## config.mk

```make
export PLATFORM = sky130hd
export DESIGN_NAME = haze_pass_sequencer_flat
export DESIGN_NICKNAME = d
export VERILOG_FILES = /design/src/rtl/haze_pass_sequencer_pkg.sv /design/src/rtl/haze_pass_sequencer_if.sv /design/src/rtl/haze_pass_sequencer_counter.sv /design/src/rtl/haze_pass_sequencer.sv /design/src/flat_wrapper.sv
export SDC_FILE = /design/constraint.sdc
export NUM_CORES = 1
export LEC_CHECK = 0
export BUFFER_PORTS_ARGS = -buffer_cell sky130_fd_sc_hd__buf_2
export CAP_MARGIN = 20
export CORE_MARGIN = 2
export CORE_UTILIZATION = 44
export CTS_CLUSTER_DIAMETER = 100
export DETAILED_ROUTE_END_ITERATION = 6
export PLACE_DENSITY = 0.83
export SYNTH_ARGS = -nofsm -noshare
export SYNTH_HDL_FRONTEND = slang
export SYNTH_SLANG_ARGS = --single-unit
```

## constraint.sdc

```tcl
create_clock -name ACLK -period 2.3 [get_ports ACLK]
set_input_delay 0.345 -clock ACLK [delete_from_list [all_inputs] [get_ports ACLK]]
set_output_delay 0.345 -clock ACLK [all_outputs]
set_load 0.1 [all_outputs]
```

## src/rtl/haze_pass_sequencer_pkg.sv

```systemverilog
// Shared types and constants for the two-pass haze frame sequencer.
package haze_pkg;

    typedef enum logic [2:0] {
        IDLE     = 3'd0,
        PASS1    = 3'd1,
        WAIT_ALE = 3'd2,
        PASS2    = 3'd3,
        DRAIN    = 3'd4
    } seq_state_t;

    localparam logic [1:0] PASS_IDLE = 2'd0;
    localparam logic [1:0] PASS_1    = 2'd1;
    localparam logic [1:0] PASS_2    = 2'd2;

    localparam int DEF_IMG_WIDTH  = 512;
    localparam int DEF_IMG_HEIGHT = 512;

endpackage

```

## src/rtl/haze_pass_sequencer_if.sv

```systemverilog
// Stream bundle around the sequencer: DMA input, ALE and TE feeds,
// datapath return and the M_AXIS output. The sequencer uses the slave view.
interface haze_pass_sequencer_if;
    logic [31:0] S_AXIS_TDATA;
    logic        S_AXIS_TVALID;
    logic        S_AXIS_TLAST;
    logic        S_AXIS_TREADY;

    logic [23:0] ale_tdata;
    logic        ale_tvalid;
    logic        ale_tready;

    logic [23:0] te_tdata;
    logic        te_tvalid;
    logic        te_tready;

    logic [23:0] dp_tdata;
    logic        dp_tvalid;
    logic        dp_tready;

    logic [31:0] M_AXIS_TDATA;
    logic        M_AXIS_TVALID;
    logic        M_AXIS_TLAST;
    logic        M_AXIS_TREADY;

    modport slave (
        input  S_AXIS_TDATA, S_AXIS_TVALID, S_AXIS_TLAST,
        output S_AXIS_TREADY,
        output ale_tdata, ale_tvalid,
        input  ale_tready,
        output te_tdata, te_tvalid,
        input  te_tready,
        input  dp_tdata, dp_tvalid,
        output dp_tready,
        output M_AXIS_TDATA, M_AXIS_TVALID, M_AXIS_TLAST,
        input  M_AXIS_TREADY
    );

    modport master (
        output S_AXIS_TDATA, S_AXIS_TVALID, S_AXIS_TLAST,
        input  S_AXIS_TREADY,
        input  ale_tdata, ale_tvalid,
        output ale_tready,
        input  te_tdata, te_tvalid,
        output te_tready,
        output dp_tdata, dp_tvalid,
        input  dp_tready,
        input  M_AXIS_TDATA, M_AXIS_TVALID, M_AXIS_TLAST,
        output M_AXIS_TREADY
    );
endinterface

```

## src/rtl/haze_pass_sequencer_counter.sv

```systemverilog
// Beat counter: counts handshakes 0..MAX-1 and returns to 0 after the last one.
module haze_beat_counter
    import haze_pkg::*;
#(
    parameter int MAX = 16
) (
    input  logic                       ACLK,
    input  logic                       ARESETn,
    input  logic                       i_clear,
    input  logic                       i_inc,
    output logic [$clog2(MAX+1)-1:0]   o_count,
    output logic                       o_is_last
);
    localparam int CW = $clog2(MAX+1);

    logic [CW-1:0] r_count;

    // Count accepted beats; the last beat of a pass folds the count back to 0.
    always_ff @(posedge ACLK) begin
        if (!ARESETn || i_clear)
            r_count <= '0;
        else if (i_inc)
            r_count <= o_is_last ? '0 : r_count + 1'b1;
    end

    assign o_count   = r_count;
    assign o_is_last = (r_count == CW'(MAX - 1));
endmodule

```

## src/rtl/haze_pass_sequencer.sv

```systemverilog
// Two-pass frame sequencer: pass 1 feeds ALE, pass 2 feeds TE once ALE has
// reported, and the datapath return is framed with a count-based TLAST.
//
// state    | meaning
// IDLE     | waiting for enable; stray datapath beats are discarded
// PASS1    | input stream routed to ALE
// WAIT_ALE | input stalled until ale_done has been seen
// PASS2    | input stream routed to TE, datapath output forwarded
// DRAIN    | input complete, forwarding remaining datapath output
module haze_pass_sequencer
    import haze_pkg::*;
#(
    parameter int IMG_WIDTH    = DEF_IMG_WIDTH,
    parameter int IMG_HEIGHT   = DEF_IMG_HEIGHT,
    parameter int FRAME_PIXELS = IMG_WIDTH * IMG_HEIGHT
) (
    input  logic                   ACLK,
    input  logic                   ARESETn,
    input  logic                   i_enable,
    haze_pass_sequencer_if.slave   bus,
    output logic                   o_ale_clear,
    input  logic                   i_ale_done,
    output logic                   o_busy,
    output logic [1:0]             o_pass_id,
    output logic                   o_frame_done,
    output logic                   o_err_tlast,
    output logic                   o_err_stray
);
    localparam int CW = $clog2(FRAME_PIXELS + 1);

    seq_state_t    r_state;
    seq_state_t    w_next;
    logic          r_ale_seen;
    logic          r_ale_clear;
    logic          r_frame_done;
    logic          r_err_tlast;
    logic          r_err_stray;

    logic [CW-1:0] w_in_cnt;
    logic [CW-1:0] w_out_cnt;
    logic          w_in_last;
    logic          w_out_last;
    logic          w_start;
    logic          w_in_hs;
    logic          w_out_hs;
    logic          w_out_pass;
    logic          w_in_fin;
    logic          w_out_fin;
    logic          w_unused_tdata_hi;

    assign w_start    = (r_state == IDLE) && i_enable;
    assign w_in_hs    = bus.S_AXIS_TVALID && bus.S_AXIS_TREADY;
    assign w_out_hs   = bus.dp_tvalid && bus.dp_tready;
    assign w_out_pass = (r_state == PASS2) || (r_state == DRAIN);
    assign w_in_fin   = w_in_hs && w_in_last;
    assign w_out_fin  = w_out_hs && w_out_pass && w_out_last;

    assign w_unused_tdata_hi = ^bus.S_AXIS_TDATA[31:24];

    haze_beat_counter #(.MAX(FRAME_PIXELS)) u_in_cnt (
        .ACLK      (ACLK),
        .ARESETn   (ARESETn),
        .i_clear   (w_start),
        .i_inc     (w_in_hs),
        .o_count   (w_in_cnt),
        .o_is_last (w_in_last)
    );

    haze_beat_counter #(.MAX(FRAME_PIXELS)) u_out_cnt (
        .ACLK      (ACLK),
        .ARESETn   (ARESETn),
        .i_clear   (w_start),
        .i_inc     (w_out_hs && w_out_pass),
        .o_count   (w_out_cnt),
        .o_is_last (w_out_last)
    );

    // State register; reset drops straight back to IDLE without an ALE clear.
    always_ff @(posedge ACLK) begin
        if (!ARESETn)
            r_state <= IDLE;
        else
            r_state <= w_next;
    end

    // Next state: passes end on beat count; the output-final beat always wins.
    always_comb begin
        w_next = r_state;
        case (r_state)
            IDLE:     if (i_enable)   w_next = PASS1;
            PASS1:    if (w_in_fin)   w_next = WAIT_ALE;
            WAIT_ALE: if (r_ale_seen) w_next = PASS2;
            PASS2: begin
                if (w_out_fin)       w_next = IDLE;
                else if (w_in_fin)   w_next = DRAIN;
            end
            DRAIN:    if (w_out_fin)  w_next = IDLE;
            default:                  w_next = IDLE;
        endcase
    end

    // Outputs: zero-latency routing of the input and datapath streams by state.
    always_comb begin
        bus.S_AXIS_TREADY = 1'b0;
        bus.ale_tdata     = '0;
        bus.ale_tvalid    = 1'b0;
        bus.te_tdata      = '0;
        bus.te_tvalid     = 1'b0;
        bus.dp_tready     = 1'b1;
        bus.M_AXIS_TDATA  = '0;
        bus.M_AXIS_TVALID = 1'b0;
        bus.M_AXIS_TLAST  = 1'b0;
        o_busy            = (r_state != IDLE);
        o_pass_id         = PASS_IDLE;
        case (r_state)
            PASS1, WAIT_ALE: o_pass_id = PASS_1;
            PASS2, DRAIN:    o_pass_id = PASS_2;
            default:         o_pass_id = PASS_IDLE;
        endcase
        if (r_state == PASS1) begin
            bus.S_AXIS_TREADY = bus.ale_tready;
            bus.ale_tvalid    = bus.S_AXIS_TVALID;
            bus.ale_tdata     = bus.S_AXIS_TDATA[23:0];
        end
        if (r_state == PASS2) begin
            bus.S_AXIS_TREADY = bus.te_tready;
            bus.te_tvalid     = bus.S_AXIS_TVALID;
            bus.te_tdata      = bus.S_AXIS_TDATA[23:0];
        end
        if (w_out_pass) begin
            bus.M_AXIS_TVALID = bus.dp_tvalid;
            bus.M_AXIS_TDATA  = {8'h00, bus.dp_tdata};
            bus.M_AXIS_TLAST  = w_out_last && bus.dp_tvalid;
            bus.dp_tready     = bus.M_AXIS_TREADY;
        end
    end

    // Status flags: frame start clears them, the ALE clear and frame_done are pulses.
    always_ff @(posedge ACLK) begin
        if (!ARESETn) begin
            r_ale_seen   <= 1'b0;
            r_ale_clear  <= 1'b0;
            r_frame_done <= 1'b0;
            r_err_tlast  <= 1'b0;
            r_err_stray  <= 1'b0;
        end else begin
            r_ale_clear  <= w_start;
            r_frame_done <= w_out_fin;
            if (w_start) begin
                r_ale_seen  <= 1'b0;
                r_err_tlast <= 1'b0;
                r_err_stray <= 1'b0;
            end else begin
                if (i_ale_done && ((r_state == PASS1) || (r_state == WAIT_ALE)))
                    r_ale_seen <= 1'b1;
                if (w_in_hs && (bus.S_AXIS_TLAST != w_in_last))
                    r_err_tlast <= 1'b1;
                // A stray beat outside the output window, or the output frame
                // completing before pass 2 input has finished.
                if ((w_out_hs && !w_out_pass) ||
                    (w_out_fin && (r_state == PASS2) && !w_in_fin))
                    r_err_stray <= 1'b1;
            end
        end
    end

    assign o_ale_clear  = r_ale_clear;
    assign o_frame_done = r_frame_done;
    assign o_err_tlast  = r_err_tlast;
    assign o_err_stray  = r_err_stray;
endmodule

```

## src/flat_wrapper.sv

```systemverilog
// flat-port wrapper written by rule: the top's interface ports become plain ports
module haze_pass_sequencer_flat import haze_pkg::*;
#(
    parameter int IMG_WIDTH    = DEF_IMG_WIDTH,
    parameter int IMG_HEIGHT   = DEF_IMG_HEIGHT,
    parameter int FRAME_PIXELS = IMG_WIDTH * IMG_HEIGHT
)
  (ACLK, ARESETn, i_enable, o_ale_clear, i_ale_done, o_busy, o_pass_id, o_frame_done, o_err_tlast, o_err_stray, bus_S_AXIS_TDATA, bus_S_AXIS_TVALID, bus_S_AXIS_TLAST, bus_S_AXIS_TREADY, bus_ale_tdata, bus_ale_tvalid, bus_ale_tready, bus_te_tdata, bus_te_tvalid, bus_te_tready, bus_dp_tdata, bus_dp_tvalid, bus_dp_tready, bus_M_AXIS_TDATA, bus_M_AXIS_TVALID, bus_M_AXIS_TLAST, bus_M_AXIS_TREADY);
  haze_pass_sequencer_if bus_i ();
  input  logic ACLK;
  input  logic ARESETn;
  input  logic i_enable;
  output logic o_ale_clear;
  input  logic i_ale_done;
  output logic o_busy;
  output logic [1:0] o_pass_id;
  output logic o_frame_done;
  output logic o_err_tlast;
  output logic o_err_stray;
  input wire logic [$bits(bus_i.S_AXIS_TDATA)-1:0] bus_S_AXIS_TDATA;
  input wire logic [$bits(bus_i.S_AXIS_TVALID)-1:0] bus_S_AXIS_TVALID;
  input wire logic [$bits(bus_i.S_AXIS_TLAST)-1:0] bus_S_AXIS_TLAST;
  output wire logic [$bits(bus_i.S_AXIS_TREADY)-1:0] bus_S_AXIS_TREADY;
  output wire logic [$bits(bus_i.ale_tdata)-1:0] bus_ale_tdata;
  output wire logic [$bits(bus_i.ale_tvalid)-1:0] bus_ale_tvalid;
  input wire logic [$bits(bus_i.ale_tready)-1:0] bus_ale_tready;
  output wire logic [$bits(bus_i.te_tdata)-1:0] bus_te_tdata;
  output wire logic [$bits(bus_i.te_tvalid)-1:0] bus_te_tvalid;
  input wire logic [$bits(bus_i.te_tready)-1:0] bus_te_tready;
  input wire logic [$bits(bus_i.dp_tdata)-1:0] bus_dp_tdata;
  input wire logic [$bits(bus_i.dp_tvalid)-1:0] bus_dp_tvalid;
  output wire logic [$bits(bus_i.dp_tready)-1:0] bus_dp_tready;
  output wire logic [$bits(bus_i.M_AXIS_TDATA)-1:0] bus_M_AXIS_TDATA;
  output wire logic [$bits(bus_i.M_AXIS_TVALID)-1:0] bus_M_AXIS_TVALID;
  output wire logic [$bits(bus_i.M_AXIS_TLAST)-1:0] bus_M_AXIS_TLAST;
  input wire logic [$bits(bus_i.M_AXIS_TREADY)-1:0] bus_M_AXIS_TREADY;
  assign bus_i.S_AXIS_TDATA = bus_S_AXIS_TDATA;
  assign bus_i.S_AXIS_TVALID = bus_S_AXIS_TVALID;
  assign bus_i.S_AXIS_TLAST = bus_S_AXIS_TLAST;
  assign bus_S_AXIS_TREADY = bus_i.S_AXIS_TREADY;
  assign bus_ale_tdata = bus_i.ale_tdata;
  assign bus_ale_tvalid = bus_i.ale_tvalid;
  assign bus_i.ale_tready = bus_ale_tready;
  assign bus_te_tdata = bus_i.te_tdata;
  assign bus_te_tvalid = bus_i.te_tvalid;
  assign bus_i.te_tready = bus_te_tready;
  assign bus_i.dp_tdata = bus_dp_tdata;
  assign bus_i.dp_tvalid = bus_dp_tvalid;
  assign bus_dp_tready = bus_i.dp_tready;
  assign bus_M_AXIS_TDATA = bus_i.M_AXIS_TDATA;
  assign bus_M_AXIS_TVALID = bus_i.M_AXIS_TVALID;
  assign bus_M_AXIS_TLAST = bus_i.M_AXIS_TLAST;
  assign bus_i.M_AXIS_TREADY = bus_M_AXIS_TREADY;
  haze_pass_sequencer #(.IMG_WIDTH(IMG_WIDTH), .IMG_HEIGHT(IMG_HEIGHT), .FRAME_PIXELS(FRAME_PIXELS)) u_core (.ACLK(ACLK), .ARESETn(ARESETn), .i_enable(i_enable), .bus(bus_i), .o_ale_clear(o_ale_clear), .i_ale_done(i_ale_done), .o_busy(o_busy), .o_pass_id(o_pass_id), .o_frame_done(o_frame_done), .o_err_tlast(o_err_tlast), .o_err_stray(o_err_stray));
endmodule
```

==> reports/qor_table.md <==
| Quantity | Reported |
| --- | --- |
| Run status | finished, final reports clean |
| Global-route wire length before repair | 16.1 mm |
| Clock slew at the register clock pins of the worst setup and hold paths | 0.09 ns |
| Remaining number of nets flagged by the antenna check after routing | 0 |
| Hold buffer count at CTS | 0 |
| Final-report max-slew violation count | 0 |
| Number of enable flip-flop cells after synthesis | 0 |
| Critical Path Sink Type | primary output |
| Per-cell routed wire length | 18.1 µm |
| Layout Utilization | 0.813 |
| Kind of path behind the tightest hold check | in2reg |
| Most frequently used flop master after synthesis | sky130_fd_sc_hd__dfxtp_1 |
| Tmin final | 2.19 ns |
| Transition time at the pin with the least slew margin | 0.580 ns |
| Share of async-settable or async-resettable flops after synthesis | 0 |
| Count of endpoints failing setup in the final report | 0 |
| Cells along the critical path | and3b_2 > nor2_2 > inv_1 > buf_4 > and2_1 > buf_12 |
| Antenna violations before repair | 1 |
| Tightest slew margin relative to the limit | 0.611 |
| Final-layout worst hold slack | 0.311 ns |
| Maximum cell stage delay along the critical path | 0.51 ns |
| Sequential area share after synthesis | 0.332 |
| Distinct cells, synth | 48 |
| Yosys reg bits | 46 |
| Final hold vios | 0 |
| Clock latency reported for the late side of the worst-skew pair | 0.30 ns |
| Number of search-and-repair iterations in the first detailed-routing pass | 5 |
| Part of the power in combinational logic | 0.285 |
| RSZ-0062 raised after global routing | no |
| Startpoint type of the worst setup path | register |
| Fraction of layout cells with a size suffix above 1 | 0.394 |
| Switching share of total power | 0.353 |
| Number of clock sinks seen by CTS | 46 |
| Post-detailed-placement half-perimeter wirelength | 7.83 mm |
| Starting density of the core | 0.463 |
| Number of design rule violations left after detail routing | 0 |
| Total power draw | 1.85 mW |
| Overall fraction of global-route tracks in use | 0.290 |
| Number of vias after detailed routing | 3,164 |
| Leakage power of the design | 2.02 nW |
| Number of levels the H-tree was split into | 2 |
| Detailed Route WL | 10.3 mm |
| Cell area after synthesis | 2780 µm² |
| Number of standard cells after synthesis | 354 |
| Number of violations of the max-capacitance limit | 0 |
| Library cell contributing the largest single delay on the critical path | sky130_fd_sc_hd__dfxtp_2 |
| Post-route fraction of the period consumed by the critical path | 0.954 |
| Synthesized area per cell | 7.84 µm² |
| Cts bufs inserted | 5 |
| Max FO, Critical Path | 15 |
| Count of nets after finishing | 564 |
| Site Rows | 28 |
| Clock root buffer | sky130_fd_sc_hd__clkbuf_8 |
| Layout Skew | 0.00673 ns |
| Fmax achieved | 456 MHz |
| Port Buffers | 142 |
| Relative contribution of sequential cells to total power | 0.436 |
| IO Count | 159 |
| Sw Pwr | 0.651 mW |
| Overall die area | 6960 µm² |
| Clock Tree Buf Depth | 2 |
| Cell types occupying the most area after synthesis | sky130_fd_sc_hd__dfxtp_1 33%, sky130_fd_sc_hd__and2_1 18%, sky130_fd_sc_hd__nor2_1 6.4% |
| Startpoint-to-endpoint class of the critical path | reg2out |
| Total gr overflow | 0 |
| TritonCTS clock tree | yes |
| Signal arrival time at the worst endpoint | 1.85 ns |
| Largest net degree at the start of global routing | 28 |
| Layout overhead on the synthesized area | 75.6% |
| Die boundary width | 83.4 µm |
| Via count of the first global-routing pass | 3,060 |
| Required time at the endpoint of the critical path | 1.96 ns |
| Number of gates resized after CTS | 4 |
| Most area-hungry cell type in the Yosys netlist | sky130_fd_sc_hd__dfxtp_1 |
| Yosys warning count | 0 |
| Share of the synthesized area in the top cell type | 0.332 |
| Setup bufs post-CTS | 0 |
| Gpl congestion | 0.871 |
| Iteration-0 DRC count of the detailed router | 308 |
| Std-Cell Core Area | 5990 µm² |
| Vias per inst | 5.52 |
| Cell internal pwr | 1.20 mW |
| PwrDens | 379 nW/µm² |
| Fraction of power consumed by the clock network | 0.279 |
| Die Y | 83.4 µm |
| Peak VDD IR | 445 µV |
[metal layers]
layer | vias to the layer above | GRT usage | wire [µm]
met4 | 2 | 0.104 | 387
met5 | - | 0 | 13
li1 | 1439 | - | -
met2 | 204 | 0.545 | 5520
met1 | 1472 | 0.318 | 3590
met3 | 47 | 0.0636 | 835
[cell usage in the layout (no fill, tap or decap), types with 3 or more instances in the layout]
cell type / count
sky130_fd_sc_hd__buf_2: 64
sky130_fd_sc_hd__nand4_1: 10
sky130_fd_sc_hd__and2_1: 58
sky130_fd_sc_hd__inv_1: 8
sky130_fd_sc_hd__nand2_1: 19
sky130_fd_sc_hd__xor2_1: 18
sky130_fd_sc_hd__and2_2: 11
sky130_fd_sc_hd__nand3b_1: 5
sky130_fd_sc_hd__xnor2_1: 14
sky130_fd_sc_hd__and2_4: 10
sky130_fd_sc_hd__o21ai_0: 3
sky130_fd_sc_hd__nand2b_1: 4
sky130_fd_sc_hd__conb_1: 8
sky130_fd_sc_hd__clkbuf_8: 6
sky130_fd_sc_hd__nand3_1: 20
sky130_fd_sc_hd__dfxtp_1: 43
sky130_fd_sc_hd__nor3_1: 8
sky130_fd_sc_hd__buf_12: 77
sky130_fd_sc_hd__nor2_1: 45
sky130_fd_sc_hd__buf_4: 9
sky130_fd_sc_hd__and3_1: 9
sky130_fd_sc_hd__a21oi_1: 10
[layout make-up]
cell class | count | area [µm²]
antenna | 1 | 2.50
timing repair buffer | 150 | 1930
tap | 75 | 93.8
inverter | 8 | 30.0
clock inverter | 1 | 5.00
sequential | 46 | 927
fill | 292 | 1120
clock buffer | 7 | 86.3
multi-input combinational | 285 | 1800
[stage by stage]
stage	setup TNS [ns]	cell area [µm²]	worst slack [ns]	cells
after global routing	0	4870	0.0364	572
after detailed placement	0	4740	0.0988	564
after floorplan	-0.131	2850	-0.131	361
after global placement	0	4740	0.166	564
after CTS	0	4840	0.0404	572
final	0	4870	0.106	573
[cell families after synthesis]
kind of cell,after synthesis,share of synthesized area
mux,1,0.00361
compound gates,23,0.0613
buf+inv,30,0.0577
other cells,1,0.00135
flops,46,0.332
xor+xnor,32,0.101
simple gates,219,0.434
fa+ha+maj,2,0.00902
[registers in the layout, summed over array words and instances (netlist names)]
| signal | flops |
|---|---|
| u_core.r_ale_seen | 1 |
| u_core.u_in_cnt.o_count | 19 |
| u_core.o_err_stray | 1 |
| u_core.o_ale_clear | 1 |
| u_core.o_frame_done | 1 |
| u_core.r_state | 3 |
| u_core.u_out_cnt.o_count | 19 |
| u_core.o_err_tlast | 1 |
[worst max-delay path, delay by kind of cell (launching register included)]
family	cells	cell delay (ns)
and+or+nand+nor	3	0.53
DFF	1	0.51
buffers and inverters	3	0.50
[power by group through the flow]
| stage | logic [mW] | clock network (mW) | registers (mW) |
|---|---|---|---|
| final | 0.526 | 0.515 | 0.806 |
| after global routing | 0.539 | 0.551 | 0.806 |
| after CTS | 0.521 | 0.519 | 0.805 |
| after detailed placement | 0.519 | 0 | 0.824 |
| after global placement | 0.510 | 0 | 0.823 |
| after floorplan | 0.327 | 0 | 0.839 |
[final timing paths]
path / startpoint / end / slack (ns) / cells after the start
min reg2reg: u_core.u_out_cnt.o_count[18] / u_core.u_out_cnt.o_count[18] / 0.51 / 2
max: u_core.r_state[1] / bus_M_AXIS_TDATA[3] / 0.11 / 6
max reg2reg: u_core.r_state[1] / u_core.u_out_cnt.o_count[14] / 0.30 / 5
min: i_ale_done / u_core.r_ale_seen / 0.31 / 3
[synthesized netlist by cell type, drive strengths merged, types with 10 or more instances]
cell,count
buf,12
dfxtp,46
nor3,10
nand3,21
xor2,18
nand2,20
xnor2,14
nor2,47
clkbuf,10
a21oi,11
nand4,11
and3,10
and2,79
Note: power is estimated with default switching activity, not from simulation.
